--- config.mk ---
export PLATFORM = sky130hd
export DESIGN_NAME = qam_symbol_gen
export DESIGN_NICKNAME = d
export VERILOG_FILES = /design/src/rtl/qam_symbol_gen.sv
export SDC_FILE = /design/constraint.sdc
export NUM_CORES = 1
export LEC_CHECK = 0
export BUFFER_PORTS_ARGS = -buffer_cell sky130_fd_sc_hd__buf_4
export CAP_MARGIN = 20
export CORE_MARGIN = 2
export CORE_UTILIZATION = 30
export DETAILED_ROUTE_END_ITERATION = 16
export PLACE_DENSITY = 0.55
export RECOVER_POWER = 100
export SLEW_MARGIN = 20
export SYNTH_ARGS = -nofsm -noshare
export SYNTH_HDL_FRONTEND = slang
export SYNTH_SLANG_ARGS = --single-unit
export TNS_END_PERCENT = 50
--- constraint.sdc ---
create_clock -name clock -period 2.9 [get_ports clock]
set_input_delay 0.145 -clock clock [delete_from_list [all_inputs] [get_ports clock]]
set_output_delay 0.145 -clock clock [all_outputs]
set_load 0.02 [all_outputs]
--- src/rtl/qam_symbol_gen.sv ---
// QAM symbol generator: counts rising edges of a tick input and emits one
// symbol per PERIOD edges, taken from a rotating pattern or a PRBS7 LFSR.
module qam_symbol_gen #(
    parameter int BITS_PER_SYM = 4,
    parameter int PERIOD       = 510,
    parameter int PAT_LEN      = 28,
    parameter logic [PAT_LEN-1:0] PAT_INIT = 28'h6CC1555
) (
    input  logic                      clock,
    input  logic                      reset,
    input  logic                      enable_cntr,
    input  logic                      run,
    input  logic                      mode,
    input  logic                      load_en,
    input  logic [PAT_LEN-1:0]        load_data,
    output logic [BITS_PER_SYM/2-1:0] sym_i,
    output logic [BITS_PER_SYM/2-1:0] sym_q,
    output logic                      data_change,
    output logic                      pattern_wrap
);

    localparam int NSYM = PAT_LEN / BITS_PER_SYM;
    localparam int IW   = (NSYM > 1) ? $clog2(NSYM) : 1;
    localparam int CW   = $clog2(PERIOD + 1);
    localparam int B    = BITS_PER_SYM;

    localparam logic [1:0] S_IDLE  = 2'd0;
    localparam logic [1:0] S_COUNT = 2'd1;
    localparam logic [1:0] S_EMIT  = 2'd2;

    localparam logic [IW-1:0] IDX_LAST  = IW'(NSYM - 1);
    localparam logic [CW-1:0] CNT_LAST  = CW'(PERIOD);
    localparam logic [6:0]    LFSR_SEED = 7'h7F;

    logic [1:0]         state_q, state_d;
    logic [CW-1:0]      cnt_q, cnt_d;
    logic               prev_q;
    logic               mode_q, mode_d;
    logic [PAT_LEN-1:0] pat_q, pat_d;
    logic [IW-1:0]      idx_q, idx_d;
    logic [6:0]         lfsr_q, lfsr_d;
    logic [B-1:0]       symreg_q, symreg_d;
    logic               dc_q, dc_d;
    logic               wrap_q, wrap_d;

    logic               en_edge;
    logic [CW-1:0]      cnt_inc;
    logic [IW-1:0]      idx_nx;
    logic [PAT_LEN-1:0] pat_rot;
    logic [6:0]         lfsr_step;
    logic [B-1:0]       prbs_sym;

    // PRBS7 advanced B steps at once; first bit produced lands in the MSB.
    always_comb begin
        lfsr_step = lfsr_q;
        prbs_sym  = '0;
        for (int k = 0; k < B; k++) begin
            prbs_sym[B-1-k] = lfsr_step[6] ^ lfsr_step[5];
            lfsr_step = {lfsr_step[5:0], lfsr_step[6] ^ lfsr_step[5]};
        end
    end

    always_comb begin
        en_edge = enable_cntr & ~prev_q;
        cnt_inc = cnt_q + CW'(1);
        idx_nx  = (idx_q == IDX_LAST) ? '0 : idx_q + IW'(1);
        pat_rot = (pat_q << B) | (pat_q >> (PAT_LEN - B));

        state_d  = state_q;
        cnt_d    = cnt_q;
        mode_d   = mode_q;
        pat_d    = pat_q;
        idx_d    = idx_q;
        lfsr_d   = lfsr_q;
        symreg_d = symreg_q;
        dc_d     = 1'b0;
        wrap_d   = 1'b0;

        unique case (state_q)
            S_IDLE: begin
                cnt_d = '0;
                if (load_en) begin
                    pat_d    = load_data;
                    idx_d    = '0;
                    lfsr_d   = LFSR_SEED;
                    symreg_d = load_data[PAT_LEN-1 -: B];
                end
                if (run) begin
                    state_d = S_COUNT;
                    mode_d  = mode;
                end
            end
            S_COUNT: begin
                // Dropping run beats a coincident edge.
                if (!run) begin
                    state_d = S_IDLE;
                    cnt_d   = '0;
                end else if (en_edge) begin
                    if (cnt_inc == CNT_LAST) begin
                        cnt_d   = '0;
                        state_d = S_EMIT;
                        dc_d    = 1'b1;
                        if (mode_q) begin
                            lfsr_d   = lfsr_step;
                            symreg_d = prbs_sym;
                        end else begin
                            pat_d    = pat_rot;
                            symreg_d = pat_rot[PAT_LEN-1 -: B];
                            idx_d    = idx_nx;
                            wrap_d   = (idx_nx == '0);
                        end
                    end else begin
                        cnt_d = cnt_inc;
                    end
                end
            end
            S_EMIT: begin
                state_d = run ? S_COUNT : S_IDLE;
            end
            default: begin
                state_d = S_IDLE;
                cnt_d   = '0;
            end
        endcase
    end

    always_ff @(posedge clock or negedge reset) begin
        if (!reset) begin
            state_q  <= S_IDLE;
            cnt_q    <= '0;
            prev_q   <= 1'b0;
            mode_q   <= 1'b0;
            pat_q    <= PAT_INIT;
            idx_q    <= '0;
            lfsr_q   <= LFSR_SEED;
            symreg_q <= PAT_INIT[PAT_LEN-1 -: B];
            dc_q     <= 1'b0;
            wrap_q   <= 1'b0;
        end else begin
            state_q  <= state_d;
            cnt_q    <= cnt_d;
            prev_q   <= enable_cntr;
            mode_q   <= mode_d;
            pat_q    <= pat_d;
            idx_q    <= idx_d;
            lfsr_q   <= lfsr_d;
            symreg_q <= symreg_d;
            dc_q     <= dc_d;
            wrap_q   <= wrap_d;
        end
    end

    assign sym_i        = symreg_q[B-1:B/2];
    assign sym_q        = symreg_q[B/2-1:0];
    assign data_change  = dc_q;
    assign pattern_wrap = wrap_q;

endmodule

==> After elaboration in Yosys (flattened, before gate mapping) <==
Index checks and enable logic that the tools add are counted.
{ "word_totals": {"input_bits": 34, "out_inout_bits": 6, "reg_bits": 57} }
{ "op_classes": {"reduce_logical": 9, "n_mux": 44, "add_sub_neg": 2, "n_eq_ne": 13, "bitwise": 8} }
{ "op_table": {"columns": ["op", "count"], "rows": [
  ["$mux 28", 5],
  ["$pmux 28 s2", 1],
  ["$mux 7", 5],
  ["$or 28x4->28", 1],
  ["$mux 9", 3],
  ["$mux 4", 5],
  ["$mux 3", 6],
  ["$pmux 9 s2", 1],
  ["$ne 2x2->1 const B", 7],
  ["$pmux 7 s2", 1],
  ["$reduce_and 6->1", 2],
  ["$mux 1", 10],
  ["$add 9x1->9 const B", 1],
  ["$eq 9x9->1 const B", 1],
  ["$mux 2", 4],
  ["$pmux 4 s2", 1],
  ["$ne 3x3->1 const B", 2],
  ["$pmux 2 s3", 1],
  ["$pmux 3 s2", 1],
  ["$reduce_and 5->1", 1],
  ["$reduce_and 2->1", 2],
  ["$xor 1x1->1", 4],
  ["$add 3x1->3 const B", 1],
  ["$eq 3x3->1 const B", 1],
  ["other kinds (8)", 9]
]} }

==> Depth between registers and ports, before layout <==
Gate-level depths: netlist (run 1).
{ "depth": {"word_depth": 8, "ltp_mapped": 9} }

==> Least setup slack after synthesis (run 1) <==
OpenSTA, ideal clock, no wires.
{ "synth_path": {"path_kind": "flip-flop to flip-flop", "from": "register cnt_q[0]", "to": "register idx_q[1]", "path_buffers": 1, "setup_ps": 118, "slack_ps": 714, "path_stages_with_launch": 9, "t_arrival_ps": 2068, "period_less_slack_ps": 2186, "cell_sequence": "dfrtp_1 -> ha_1 -> nand4_1 -> or3_4 -> a2111oi_0 -> a31o_2 -> buf_6 -> o31ai_1 -> a21o_1"} }
{ "synth_via": {"elab_chain_len": 4} }
{ "synth_rtl": {"columns": ["element", "line_no", "text"], "rows": [
  ["start: declaration", "36", "logic [CW-1:0] cnt_q, cnt_d;"],
  ["start signal: assignment", "141", "cnt_q <= cnt_d;"],
  ["$add 9x1->9", "65", "cnt_inc = cnt_q + CW'(1);"],
  ["$eq 9x9->1", "99", "if (cnt_inc == CNT_LAST) begin"],
  ["$ne 2x2->1 (no line)", null, null],
  ["$reduce_and 6->1 (no line)", null, null],
  ["end signal: assignment", "145", "idx_q <= idx_d;"],
  ["end: declaration", "40", "logic [IW-1:0] idx_q, idx_d;"]
]} }
No other way between the ends.
A chain may end at the register's enable or synchronous reset.

==> Final worst setup path (run 1) <==
{ "layout_path": {"from": "register cnt_q[0]", "to": "register pat_q[2]"} }
{ "layout_via": {"elab_chain_len": 4} }
{ "layout_rtl": {"columns": ["element", "line_no", "text"], "rows": [
  ["$add 9x1->9", "65", null],
  ["$eq 9x9->1", "99", null],
  ["$ne 2x2->1 (no line)", null, null],
  ["$reduce_and 6->1 (no line)", null, null],
  ["end signal: assignment", "144", "pat_q <= pat_d;"],
  ["end: declaration", "39", "logic [PAT_LEN-1:0] pat_q, pat_d;"]
]} }
No other way between the ends.

==> qor.txt, run 1 <==
Final Hold Fails = 0
DRT Pass-1 Iters = 4
# rows = 35
area delta synth->final = 21.4%
Power Density = 626 mW/mm2
Post-Synthesis Cells = 312
register area share after synthesis = 51.7%
Hold Buf Count CTS = 2
DIE HEIGHT = 101 um
worst hold slack = 0.0310 ns
Slew HR = 4.83%
Num CTS Buffers = 9
Comb pwr share = 13.4%
Clock Power Share = 39.6%
syn avg cell area = 9.01 um2
Final nets = 388
Filler Cells Inserted = 962
post-synthesis cell type count = 39
CP top delay family = compound AO/OA/AOI/OAI gates
outcome = finished clean
post-CTS setup buffer count = 0
Startpoint Class = flip-flop
Post-Synthesis Cell Area = 0.00281 mm2
clock buffer depth = 2
grt ovf = 0
first-pass GRT wire length = 11,300 um
initial antenna violation count = 0
Tightest Hold Check Type = in2reg
min Tclk post-route = 2.59 ns
Main synth FF type = dfrtp_1
ANT cells = 0
largest family of logic cells by synthesized area = simple AND/OR/NAND/NOR gates
vias per cell = 4.98
vias in the first global route = 2,274
sw frac = 27.4%
# DRC = 0
CP bufs+invs = 1
Starting Density = 30.7%
hpwl dp = 4560 um
slowest stage delay, CP = 0.44 ns
adder and majority gate portion of the synthesized area = 0.890%
Skew-Pair Late Insertion Delay = 0.34 ns
critical path arrival = 2.85 ns
gr usage total = 14.4%
Final ANT Viol Nets = 0
Iter 0 DRT Violations = 156
Crit Path Max Fanout = 21
CTS sink count = 57
Synth Net Count = 348
Root Buffer = clkbuf_8
Post-Synth Simple-Gate Area = 22.7%
fraction of synthesized area in multiplexers = 0.757%
Die X = 101 um
Seq pwr share = 47.0%
area post-placement = 0.00319 mm2
Tightest Pin Transition = 1.43 ns
worst endpoint required time = 3.16 ns
CTS tree = built
endpoints failing setup = 0
DR vias = 2,332
post-cts resize count = 0
Int Pwr = 1.55 mW
Synth Area in Compound Gates = 17.9%
Final period util = 89.3%
Fin Setup TNS = 0 ns
CP endpoint kind = flip-flop
post-synth top area share = 31.2%
Max Clk Rate = 386 MHz
post-route cell area = 0.00341 mm2
worst path cell trace = ha_1 > nand4_1 > or3_4 > a2111oi_0 > a31o_2 > clkbuf_2 > nor2_1 > a31oi_1
leakage = 1.45 nW
total of max-cap violations = 0
RSZ-0062 raised after global routing = no
Ports = 40
Worst path slowest cell = a2111oi_0
synth warn = 0
Final Max Slew Viols = 0
port bufs = 39
xor/xnor share of the synthesized area = 1.87%
GPL Wtd Cong = 0.841
die area = 0.0102 mm2
Synth area leader = dfrtp_1
wire length per cell = 14.1 um
asr flop ratio synth = 100%
switching pwr = 0.585 mW
Setup Crit Path Kind = reg2reg
Yosys reg bits = 57
clk_skew = 0.0110 ns
Reg clk slew, reported paths = 0.08 ns
Peak supply drop = 0.260 mV
Post-synth EDFFs = 0
largest net degree at the start of global routing = 58
share of cells above drive strength 1 = 22.1%
H-tree depth = 3
synth top area cells = dfrtp_1 31%, dfstp_2 21%, nand2_1 9.9%
final WL = 6620 um
Placeable Area = 0.00915 mm2
## final cells by class
cell class	instances	area (um2)	area share [%]
Timing Repair Buffer	46	327	9.57
Multi-Input combinational cell	232	1240	36.4
Inverter	6	22.5	0.660
Sequential cell	57	1450	42.6
Tap cell	111	139	4.07
Clock buffer	9	124	3.63
Clock inverter	7	103	3.01
## registers in the layout (all words and copies together) (netlist names)
register / flops
data_change: 1
cnt_q: 9
mode_q: 1
pat_q: 28
symreg_q: 4
idx_q: 3
lfsr_q: 7
state_q: 2
pattern_wrap: 1
prev_q: 1
## layout by cell type, fill, tap and decap left out, types with 3 or more instances in the layout
master and instances:
a31oi_1 32, o22a_1 3, o22ai_1 3, o21a_1 3
clkbuf_8 9, clkbuf_1 5, o211ai_1 6, nand4_1 4
a21oi_1 8, inv_1 6, o21ai_0 10, and3_1 5
nor2b_1 5, nor2_1 38, dfrtp_1 35, xnor2_1 5
nand3_1 7, and4_1 3, dfstp_2 20, nand2_1 74
buf_4 37
## through the flow
step,worst slack (ns),power (mW),instances,util (%)
2_1_floorplan,0.714,1.19,312,-
3_3_place_gp,0.478,1.31,450,34.8
3_5_place_dp,0.385,1.32,450,34.8
4_1_cts,0.372,2.18,468,37.5
5_1_grt,0.103,2.26,468,37.3
6_report,0.311,2.14,468,37.3
## power by group through the flow
stage	Sequential, mW	Clock [mW]	Combinational [mW]
global placement	1.02	0	0.288
CTS	1.01	0.872	0.299
detailed placement	1.02	0	0.296
floorplan	1.01	0	0.182
global route	1.02	0.915	0.328
finish	1.00	0.847	0.285
## cell families after synthesis
family / Yosys count
xor gates and xnor gates: 6
and+or+nand+nor: 145
adders and majority gates: 2
buffers and inverters: 23
muxes: 2
AOI/OAI and AO/OA: 77
DFF: 57
## cells in the mapped netlist (4+ instances only)
master / count
clkbuf_1: 8
buf_4: 5
nand3_1: 7
o21ai_0: 10
a31oi_1: 32
nor2_1: 38
nor2b_1: 6
a21oi_1: 8
nand2_1: 74
dfstp_2: 22
inv_1: 6
xnor2_1: 5
dfrtp_1: 35
o211ai_1: 6
nand4_1: 4
and3_1: 5
## worst register-to-register path: stages (launching register included)
cell       delay [ns]
dfrtp_1          0.42
ha_1             0.27
nand4_1          0.14
or3_4            0.38
a2111oi_0        0.44
a31o_2           0.26
clkbuf_2         0.37
nor2_1           0.08
a31oi_1          0.16
## layer usage
metal | vias to the layer above | wire (um) | track usage (%)
met1 | 1115 | 3150 | 18.7
met5 | - | 0 | 0
met2 | 38 | 3150 | 22.9
met3 | 2 | 278 | 4.58
met4 | 0 | 38 | 4.43
li1 | 1177 | - | -
## path summary, 6_finish.rpt
check | startpoint | endpoint | slack [ns] | depth (start not counted)
min in group asynchronous | reset | cnt_q[1] | 0.68 | 2
min reg2reg | pat_q[18] | pat_q[22] | 0.48 | 2
max in group asynchronous | reset | idx_q[0] | 1.37 | 2
min | load_data[6] | pat_q[6] | 0.03 | 3
max | cnt_q[0] | pat_q[2] | 0.31 | 8
max reg2reg | cnt_q[0] | pat_q[2] | 0.31 | 8
Note: power is estimated with default switching activity, not from simulation.
==> run 2, diff against run 1 <==
CORE_UTILIZATION = 57   (was 30)
PLACE_DENSITY = 0.87   (was 0.55)
==> qor.txt, run 2 (synthesis gave the netlist of run 1 again) <==
total of max-cap violations = 0 (unchanged)
Final Max Slew Viols = 0 (unchanged)
area delta synth->final = 18.1%
final WL = 6050 um (-8.6%)
port bufs = 39 (unchanged)
first-pass GRT wire length = 10,100 um (-11%)
Reg clk slew, reported paths = 0.07 ns (about the same)
CTS sink count = 57 (unchanged)
Starting Density = 59.5% (+29 points)
Filler Cells Inserted = 368 (-62%)
Slew HR = 9.85% (+5.0 points)
outcome = finished clean
H-tree depth = 3 (unchanged)
worst hold slack = 0.0406 ns (+0.00956 ns)
RSZ-0062 raised after global routing = no
clock buffer depth = 2 (unchanged)
clk_skew = 0.00684 ns (-0.00419 ns)
vias in the first global route = 2,276 (+0.088%)
Iter 0 DRT Violations = 241 (+54%)
grt ovf = 0 (unchanged)
Num CTS Buffers = 9 (unchanged)
GPL Wtd Cong = 0.936 (+11%)
Setup Crit Path Kind = reg2reg
Fin Setup TNS = 0 ns (unchanged)
Placeable Area = 0.00472 mm2 (-48%)
Power Density = 627 mW/mm2 (about the same)
share of cells above drive strength 1 = 20.9% (-1.2 points)
Final Hold Fails = 0 (unchanged)
DIE HEIGHT = 74.2 um (-26%)
WHS Path Cells = 3 (unchanged)
worst endpoint required time = 3.12 ns (-0.04 ns)
Skew-Pair Late Insertion Delay = 0.33 ns (about the same)
Peak supply drop = 0.437 mV (+68%)
critical path arrival = 2.84 ns (about the same)
register bank with the most flops = pat_q
Ports = 40 (unchanged)
# rows = 25 (-29%)
Startpoint Class = flip-flop
Tightest Pin Transition = 1.35 ns (-0.0754 ns)
hpwl dp = 3970 um (-13%)
Crit Path Max Fanout = 58 (+180%)
Tightest Hold Check Type = in2reg
# DRC = 0 (unchanged)
Largest register FFs = 28 (unchanged)
leakage = 1.43 nW (-1.6%)
largest net degree at the start of global routing = 59 (+1.7%)
ANT cells = 0 (unchanged)
Final nets = 385 (-0.77%)
die area = 0.00551 mm2 (-46%)
post-cts resize count = 0 (unchanged)
initial antenna violation count = 0 (unchanged)
Max Clk Rate = 382 MHz (-1.1%)
Reg2Reg Depth = 8 (unchanged)
gr usage total = 23.8% (+9.4 points)
CTS tree = built
Root Buffer = clkbuf_8
min Tclk post-route = 2.62 ns (+0.0284 ns)
DRT Pass-1 Iters = 5 (+1)
Final ANT Viol Nets = 0 (unchanged)
most frequent cells in the layout = 74 x nand2_1, 38 x nor2_1, 35 x dfrtp_1, 32 x a31oi_1, 32 x buf_4
Final period util = 90.3% (+0.98 points)
leading registers by flop count = pat_q (28), cnt_q (9), lfsr_q (7)
Die X = 74.2 um (-26%)
vias per cell = 5.82 (+17%)
endpoints failing setup = 0 (unchanged)
commonest non-fill, non-tap cell in the layout = nand2_1
DR vias = 2,452 (+5.1%)
wire length per cell = 14.4 um (+1.6%)
CP endpoint kind = flip-flop
## run 2: cell count changes in the layout (fill, tap and decap cells not counted), moves of 2 or more
| cell | previous run | this run |
|---|---|---|
| buf_4 | 37 | 32 |
| clkbuf_1 | 5 | 8 |
| inv_6 | 2 | 0 |
| dfstp_1 | 2 | 0 |
| dfstp_2 | 20 | 22 |
| clkinv_4 | 2 | 0 |
| clkinv_2 | 0 | 3 |
## run 2: final cells by class
class	count	area, um2	share of cell area, %
tap	67	83.8	2.53
timing repair buffer	43	312	9.39
inverter	6	22.5	0.678
clock inverter	6	82.6	2.49
clock buffer	10	128	3.84
sequential	57	1450	43.8
multi-input combinational	232	1240	37.3
## run 2: path summary, 6_finish.rpt
| kind | from | to | slack (ns) |
|---|---|---|---|
| max | cnt_q[0] | idx_q[1] | 0.28 |
| min | load_data[8] | pat_q[8] | 0.04 |
| max reg2reg | cnt_q[0] | idx_q[1] | 0.28 |
| min reg2reg | pat_q[18] | pat_q[22] | 0.49 |
| max in group asynchronous | reset | cnt_q[3] | 1.43 |
| min in group asynchronous | reset | data_change | 0.67 |
## run 2: metrics by stage
stage / setup slack [ns] / instances / cell area [um2] / power [mW] / util [%]
floorplan: 0.714 / 312 / 2810 / 1.19 / -
global placement: 0.466 / 403 / 3120 / 1.29 / 66.1
detailed placement: 0.364 / 403 / 3120 / 1.31 / 66.1
CTS: 0.352 / 421 / 3350 / 2.10 / 71.0
global route: 0.204 / 421 / 3320 / 2.17 / 70.3
finish: 0.283 / 421 / 3320 / 2.08 / 70.3
## run 2: timing repair
| item | CTS | global route |
|---|---|---|
| hold buffers | 2 | 0 |
| hold endpoints to repair | 36 | 0 |
| buffers inserted | 0 | 0 |
| setup endpoints to repair | 0 | 0 |
## run 2: power breakdown
group / total, mW / internal (mW) / switching, mW
Sequential: 1.01 / 0.934 / 0.0720
Clock: 0.796 / 0.479 / 0.317
Combinational: 0.279 / 0.124 / 0.155
Total: 2.08 / 1.54 / 0.544
## run 2: critical path, stage by stage (launching register included)
cell	delay, ns
dfrtp_1	0.42
ha_1	0.28
nand4_1	0.13
or3_1	0.39
a2111oi_0	0.51
a31o_2	0.25
buf_12	0.23
o31ai_1	0.10
a21o_1	0.21
## run 2: routing by layer
| layer | vias to the layer above | wire (um) | GRT usage [%] |
|---|---|---|---|
| li1 | 1173 | - | - |
| met5 | - | 0 | 0 |
| met1 | 1162 | 2730 | 32.0 |
| met3 | 16 | 378 | 4.47 |
| met4 | 0 | 110 | 10.9 |
| met2 | 101 | 2830 | 37.8 |
